`config.mk`:
```
export PLATFORM = sky130hd
export DESIGN_NAME = pipe_regfile
export DESIGN_NICKNAME = d
export VERILOG_FILES = /design/src/rtl/pipe_regfile_pkg.sv /design/src/rtl/pipe_regfile_scoreboard.sv /design/src/rtl/pipe_regfile.sv
export SDC_FILE = /design/constraint.sdc
export NUM_CORES = 2
export LEC_CHECK = 0
export CORE_MARGIN = 5
export CORE_UTILIZATION = 35
export CTS_CLUSTER_SIZE = 28
export DETAILED_ROUTE_END_ITERATION = 10
export DONT_BUFFER_PORTS = 1
export GPL_ROUTABILITY_DRIVEN = 0
export HOLD_SLACK_MARGIN = 0.05
export SYNTH_ARGS = -nofsm -noshare
export SYNTH_HDL_FRONTEND = slang
export SYNTH_SLANG_ARGS = --single-unit
```
`constraint.sdc`:
```
create_clock -name clk -period 77.3 [get_ports clk]
set_input_delay 15.46 -clock clk [delete_from_list [all_inputs] [get_ports clk]]
set_output_delay 15.46 -clock clk [all_outputs]
set_load 0.005 [all_outputs]
```
`src/rtl/pipe_regfile_pkg.sv`:
```
// pipe_regfile_pkg: register index constants and default sizes for the pipeline register file.
package pipe_regfile_pkg;
  localparam int unsigned DEF_DW    = 32;
  localparam int unsigned DEF_NREGS = 32;
  localparam int unsigned REG_ZERO  = 0;
  localparam int unsigned REG_V0    = 2;
  localparam int unsigned REG_A0    = 4;
  localparam int unsigned REG_SP    = 29;
  localparam int unsigned REG_RA    = 31;
endpackage

```
`src/rtl/pipe_regfile_scoreboard.sv`:
```
// regfile_scoreboard: per-register busy bits with same-edge bypass onto the registered read flags.
module regfile_scoreboard
  import pipe_regfile_pkg::*;
#(
  parameter int NREGS = DEF_NREGS,
  parameter int NRD   = 2,
  parameter int AW    = $clog2(NREGS)
) (
  input  logic              clk,
  input  logic              rst,
  input  logic              i_iss_en,
  input  logic [AW-1:0]     i_iss_addr,
  input  logic              i_wb_en,
  input  logic [AW-1:0]     i_wb_addr,
  input  logic [NRD*AW-1:0] i_rd_addr,
  output logic [NRD-1:0]    o_rd_busy
);
  logic [NREGS-1:0] r_busy;
  logic [NREGS-1:0] w_busy_next;
  logic [NRD-1:0]   r_rd_busy;
  // issue is applied after writeback so a same-cycle new producer keeps the bit set
  always_comb begin
    w_busy_next = r_busy;
    if (i_wb_en) w_busy_next[i_wb_addr] = 1'b0;
    if (i_iss_en) w_busy_next[i_iss_addr] = 1'b1;
    w_busy_next[0] = 1'b0;
  end
  always_ff @(posedge clk or posedge rst)
    if (rst) r_busy <= '0;
    else r_busy <= w_busy_next;
  for (genvar k = 0; k < NRD; k++) begin : g_rd
    always_ff @(posedge clk or posedge rst)
      if (rst) r_rd_busy[k] <= 1'b0;
      else r_rd_busy[k] <= w_busy_next[i_rd_addr[k*AW +: AW]];
  end
  assign o_rd_busy = r_rd_busy;
endmodule

```
`src/rtl/pipe_regfile.sv`:
```
// pipe_regfile: register file with writeback and link write ports, registered bypassed reads,
// and a busy scoreboard for pending destinations.
module pipe_regfile
  import pipe_regfile_pkg::*;
#(
  parameter int DW       = DEF_DW,
  parameter int NREGS    = DEF_NREGS,
  parameter int NRD      = 2,
  parameter int LINK_REG = 31,
  localparam int AW      = $clog2(NREGS)
) (
  input  logic              clk,
  input  logic              rst,
  input  logic [NRD*AW-1:0] rd_addr,
  output logic [NRD*DW-1:0] rd_data,
  output logic [NRD-1:0]    rd_busy,
  input  logic              wb_en,
  input  logic [AW-1:0]     wb_addr,
  input  logic [DW-1:0]     wb_data,
  input  logic              link_en,
  input  logic [DW-1:0]     link_data,
  input  logic              iss_en,
  input  logic [AW-1:0]     iss_addr,
  output logic [DW-1:0]     v0,
  output logic [DW-1:0]     a0,
  output logic [DW-1:0]     ra,
  output logic [DW-1:0]     sp
);
  localparam logic [AW-1:0] LINK_A = AW'(LINK_REG);
  logic [DW-1:0] r_regs [NREGS];
  logic          w_wb_ok;
  logic          w_link_ok;
  assign w_wb_ok   = wb_en && (wb_addr != '0);
  assign w_link_ok = link_en && (LINK_A != '0);
  // link is written last so it wins a same-register conflict with writeback
  always_ff @(posedge clk or posedge rst)
    if (rst) begin
      for (int i = 0; i < NREGS; i++) r_regs[i] <= '0;
    end else begin
      if (w_wb_ok) r_regs[wb_addr] <= wb_data;
      if (w_link_ok) r_regs[LINK_A] <= link_data;
    end
  for (genvar k = 0; k < NRD; k++) begin : g_rd
    logic [AW-1:0] w_addr;
    logic [DW-1:0] w_val;
    logic [DW-1:0] r_data;
    assign w_addr = rd_addr[k*AW +: AW];
    assign w_val  = (w_addr == '0) ? '0 :
                    (w_link_ok && w_addr == LINK_A) ? link_data :
                    (w_wb_ok && w_addr == wb_addr) ? wb_data : r_regs[w_addr];
    always_ff @(posedge clk or posedge rst)
      if (rst) r_data <= '0;
      else r_data <= w_val;
    assign rd_data[k*DW +: DW] = r_data;
  end
  regfile_scoreboard #(.NREGS(NREGS), .NRD(NRD), .AW(AW)) u_sb (
    .clk       (clk),
    .rst       (rst),
    .i_iss_en  (iss_en),
    .i_iss_addr(iss_addr),
    .i_wb_en   (wb_en),
    .i_wb_addr (wb_addr),
    .i_rd_addr (rd_addr),
    .o_rd_busy (rd_busy)
  );
  assign v0 = r_regs[AW'(REG_V0)];
  assign a0 = r_regs[AW'(REG_A0)];
  assign ra = r_regs[AW'(REG_RA)];
  assign sp = r_regs[AW'(REG_SP)];
endmodule

```
Word-level counts from Yosys, hierarchy flattened
Index checks and enable logic that the tools add are counted.

Logic and storage cells: 96. Register bits after elaboration: 1121.

Eq/ne operators: 4. $lt $le $gt $ge: 10. Reductions and logical operators: 12. Bitwise logic cells: 6. Mux-type cells: 27.

Operator list (number): $bwmux W1024 (1); $mux W32 (15); $bmux W32 S5 (2); $demux W32 S5 (1); $and A32 B32 Y32 (1); $not A32 Y32 (1); $or A32 B32 Y32 (1); $lt A5 B6 Y1 const B (4); $ge A6 B6 Y1 const B (3); $not A5 Y6 (3); $bmux W1 S5 (2); $demux W1 S5 (2); $eq A5 B5 Y1 (2); $eq A5 B5 Y1 const B (2); $ge A5 B1 Y1 const B (2); $logic_not A5 Y1 (2); $logic_and A1 B1 Y1 (8); $lt A6 B1 Y1 const B (1); $reduce_bool A5 Y1 (1); $mux W1 (4); $reduce_bool A2 Y1 (1).

Logic depth before layout (Yosys ltp)
Depth after elaboration: 11. Depth in mapped cells: 11. Gate-level depth less buffers: 7.

By module
Synthesis repeated with hierarchy kept, for this count alone.

Cells, all modules: 4444. Area, all modules: 60143.9 µm².

By module, submodules not included: pipe_regfile (cells each 4244, instances 1, area each 58194.6 µm², seq. area each 27226.1 µm²); regfile_scoreboard (cells each 200, instances 1, area each 1949.4 µm², seq. area each 825.8 µm²).

Least setup slack after synthesis
OpenSTA, ideal clock, no wires.

Path kind: input port to flip-flop. Start point: in rd_addr[6]. End point: reg g_rd[1].r_data[23]. Stages: 8. Slack: 59.700 ns. Arrival: 17.468 ns. Buffers on the path: 2. Library setup time: 0.132 ns. Cell sequence: clkbuf_1 -> clkbuf_1 -> mux4_2 -> mux4_2 -> mux2i_1 -> nand2_1 -> o21ai_1 -> o21ai_1.

Word-level cells in the longest chain between the ends: 7. Elaborated cells on any way between the ends: 12. Classes of those cells: eq/ne (2); mux (6); bitwise (1); reduce/logical (3).

Ends and longest elaborated chain: start: declaration (line pipe_regfile.sv:14) `input logic [NRD*AW-1:0] rd_addr,`; $not A5 Y6 (implied by the code) (line pipe_regfile.sv:50) `(w_wb_ok && w_addr == wb_addr) ? wb_data : r_regs[w_addr];`; $bmux W32 S5 (line pipe_regfile.sv:50); $mux W32 (implied by the code) (2 in a row) (line pipe_regfile.sv:50); $mux W32 (line pipe_regfile.sv:50); $mux W32 (line pipe_regfile.sv:49) `(w_link_ok && w_addr == LINK_A) ? link_data :`; $mux W32 (*) (line pipe_regfile.sv:48) `assign w_val = (w_addr == '0) ? '0 :`; named net g_rd[1].w_val[23] (line pipe_regfile.sv:45) `logic [DW-1:0] w_val;`; end signal: assignment (line pipe_regfile.sv:53) `else r_data <= w_val;`; end: declaration (line pipe_regfile.sv:46) `logic [DW-1:0] r_data;`.

Mark *: on every way through the listed nets, which the timed path passes. The rest lies on a longest branch. The select of a mux whose other input is x is not followed. A chain may end at the register's enable or synchronous reset.

==> results.md <==
- Synthesis-stage register bit count: 1,121
- Die area: 179,100 um^2
- CTS tree: yes
- Top-area cell type share of the netlist area: 0.4696
- Final TNS setup: 0 ns
- Post-Synthesis Cell Area: 59,740 um^2
- First-pass GRT wire length: 271,200 um
- Antenna Violating Nets Remaining: 0
- CORE AREA: 169,700 um^2
- Synthesized area per cell: 15.32 um^2
- Final Non-Filler Cells: 5,823
- Initial antenna violation count: 2
- Hold crit path type: flip-flop to flip-flop
- Routed vias: 34,740
- Die Span Y: 423.1 um
- Placed Cells: 5,609
- Status: completed
- Worst-path cell chain: inv_8, buf_4, buf_4, buf_4, buf_4, buf_4
- Violation count after the first detailed-route iteration: 2,688
- CTS max path bufs: 3
- R2R Path Start: ra[7]
- Worst hold path startpoint: r_regs[1020]
- Share of cells above drive strength 1: 0.5251
- Fin util: 0.3797
- Top post-synthesis cells by count: 1,121 x dfrtp_1, 965 x mux2_2, 647 x mux4_2
- Num ports: 283
- Power density over the cells: 26.28 nW/um^2
- Mapped Cells: 3,900
- Startpoint types: input port
- Top cells by area, synth: dfrtp_1 47%, mux4_2 24%, mux2_2 18%
- Main synth FF type: dfrtp_1
- Worst Max-Slew Pin Slew: 1.304 ns
- Post_cts resized: 0
- Netlist cell types: 60
- First-pass iteration count of the detailed router: 7
- Largest net degree at the start of global routing: 273
- Clk_skew: 0.03475 ns
- Worst-Skew Late Latency: 0.76 ns
- Post-CTS Setup Bufs: 0
- Max stage delay cell, worst path: buf_4
- DR WL/cell: 31.82 um
- Launch point of the worst path: rst
- Crit share post-route: 0.2509
- CTS Root Cell: clkbuf_16
- Clock-pin slew on the worst setup and hold paths: 0.06 ns
- Setup WS pre-CTS: 56.92 ns
- Warnings from Yosys: 0
- F_max: 51.56 MHz
- DRC: 0
- Area grow syn2layout: 7.823%
- Fin worst setup slack: 57.91 ns
- RSZ-0062 raised after global routing: false
- WL final: 185,300 um
- Final Critical Period: 19.39 ns
- Max Cap Viol: 0
- Worst-path maximum fanout: 105
- CTS sink cnt: 1,121
- Die Wd: 423.1 um
- Net Count, Synth: 3,989
- Type of the worst setup path: input port to asynchronous set/reset pin
- Port bufs: 0
- ANT cells: 0
- # fillers: 15,680
- Finish-stage setup viols: 0
- Fin area: 64,410 um^2
- WP data arrival: 20.15 ns
- Async set-reset flop share out of synthesis: 1.000
- Post-synth EDFFs: 0
- Critical Path Most Common Cell: buf_4
- LEAKAGE: 27.07 nW
- CTS H-tree lvls: 3
- Cts bufs inserted: 118
- Layout net count: 3,600
- Most numerous cell in the Yosys netlist: dfrtp_1
- CP max stage delay: 0.88 ns
- Vias in the first global route: 36,500
- Starting Density: 0.3521
- Sequential area share after synthesis: 0.4696
- Worst Path Required: 78.05 ns
- Total congestion overflow: 0
- CP Capture Type: asynchronous set/reset pin
- VDD IR-drop max: 0.00001920 V
- Final Hold Fails: 0
- Vias per cell: 5.967
- CTS Hold Bufs: 0
- Largest area contributor in the netlist: dfrtp_1
- Final HPWL DP: 102,800 um
- Pins Over Slew Limit: 0
- Max_slew headroom: 0.1306
- GRT Total Usage: 0.2054
- Cell Rows: 151
- Post-DP Area: 60,430 um^2
## metal layers
layer  global-route usage  up-vias  share of wire
li1                     -    14060              -
met1               0.2649    19400           0.40
met2               0.3415     1021           0.49
met3              0.04363      270          0.063
met4              0.07772        0          0.040
met5                    0        -              0
## path summary, 6_finish.rpt
path,slack [ns],depth (start not counted),to
max,57.91,6,ra[21]
min,0.40,0,r_regs[1020]
max reg2reg,74.81,6,g_rd[1].r_data[7]
min reg2reg,0.40,0,r_regs[1020]
max in group clk,59.59,7,u_sb.o_rd_busy[1]
min in group asynchronous,14.67,1,v0[4]
## critical path, delay by kind of cell
kind	cells	cell delay, ns
buf+inv	6	4.40
## kinds of logic (layout without fill, tap and decap cells)
kind of cell | count (synthesis) | after routing | synth area share
muxes | 1712 | 1712 | 0.4426
DFF | 1121 | 1121 | 0.4696
buffers and inverters | 568 | 273 | 0.04545
and+or+nand+nor | 268 | 268 | 0.02011
AOI/OAI and AO/OA | 221 | 221 | 0.02086
xor gates and xnor gates | 10 | 10 | 0.001466
## flip-flops by register name, summed over array words and instances (netlist names)
name and cells:
u_sb.r_busy 31, sp 32, a0 32, v0 32
g_rd.r_data 64, ra 32, u_sb.o_rd_busy 2, r_regs 896
## cells in the final DEF, fill, tap and decap left out, types with 3 or more instances in the layout
cell type / Yosys / routed
nand2_2: 5 / 15
a22oi_1: 4 / 4
o21ai_0: 49 / 49
nand3_1: 8 / 6
bufinv_16: 0 / 11
mux2i_1: 100 / 100
nor3_1: 4 / 3
or2_2: 3 / 4
clkinvlp_4: 0 / 11
xnor2_1: 4 / 4
o21ai_1: 127 / 127
inv_6: 0 / 5
clkbuf_1: 290 / 28
mux4_2: 647 / 647
o2bb2ai_1: 3 / 3
a22o_1: 15 / 15
a21oi_1: 3 / 3
clkbuf_8: 0 / 26
nor2_4: 0 / 12
o2111ai_1: 3 / 3
nand2_1: 187 / 173
nor3b_1: 6 / 6
xor2_1: 6 / 6
nor2b_1: 5 / 5
nor2_1: 22 / 10
nor4_1: 3 / 3
clkinv_2: 0 / 12
mux2_2: 965 / 965
dfrtp_1: 1121 / 1121
clkbuf_16: 0 / 118
inv_1: 9 / 8
buf_4: 131 / 46
nand2_4: 0 / 4
nand2b_1: 4 / 4
## stage by stage
step | power (mW) | hold slack [ns]
floorplan | 1.057 | 0.4413
global placement | 1.099 | 0.3763
detailed placement | 1.112 | 0.3833
CTS | 1.707 | 0.3967
global route | 1.765 | 0.4024
finish | 1.693 | 0.3956
## report_power, final
part	internal [mW]	total, mW	switching, mW
clock network	0.343	0.593	0.250
registers	0.700	0.793	0.0923
logic	0.206	0.308	0.101
total	1.25	1.69	0.443
## cell type report
cell class	count	area, um^2	area share
timing repair buffer	48	385.4	0.005983
clock buffer	172	3416	0.05303
clock inverter	42	573.1	0.008896
tap	2218	2775	0.04308
inverter	11	51.30	0.0007964
sequential	1121	28050	0.4355
multi-input combinational	2211	29160	0.4527
Power figures use the tool's default switching activity.
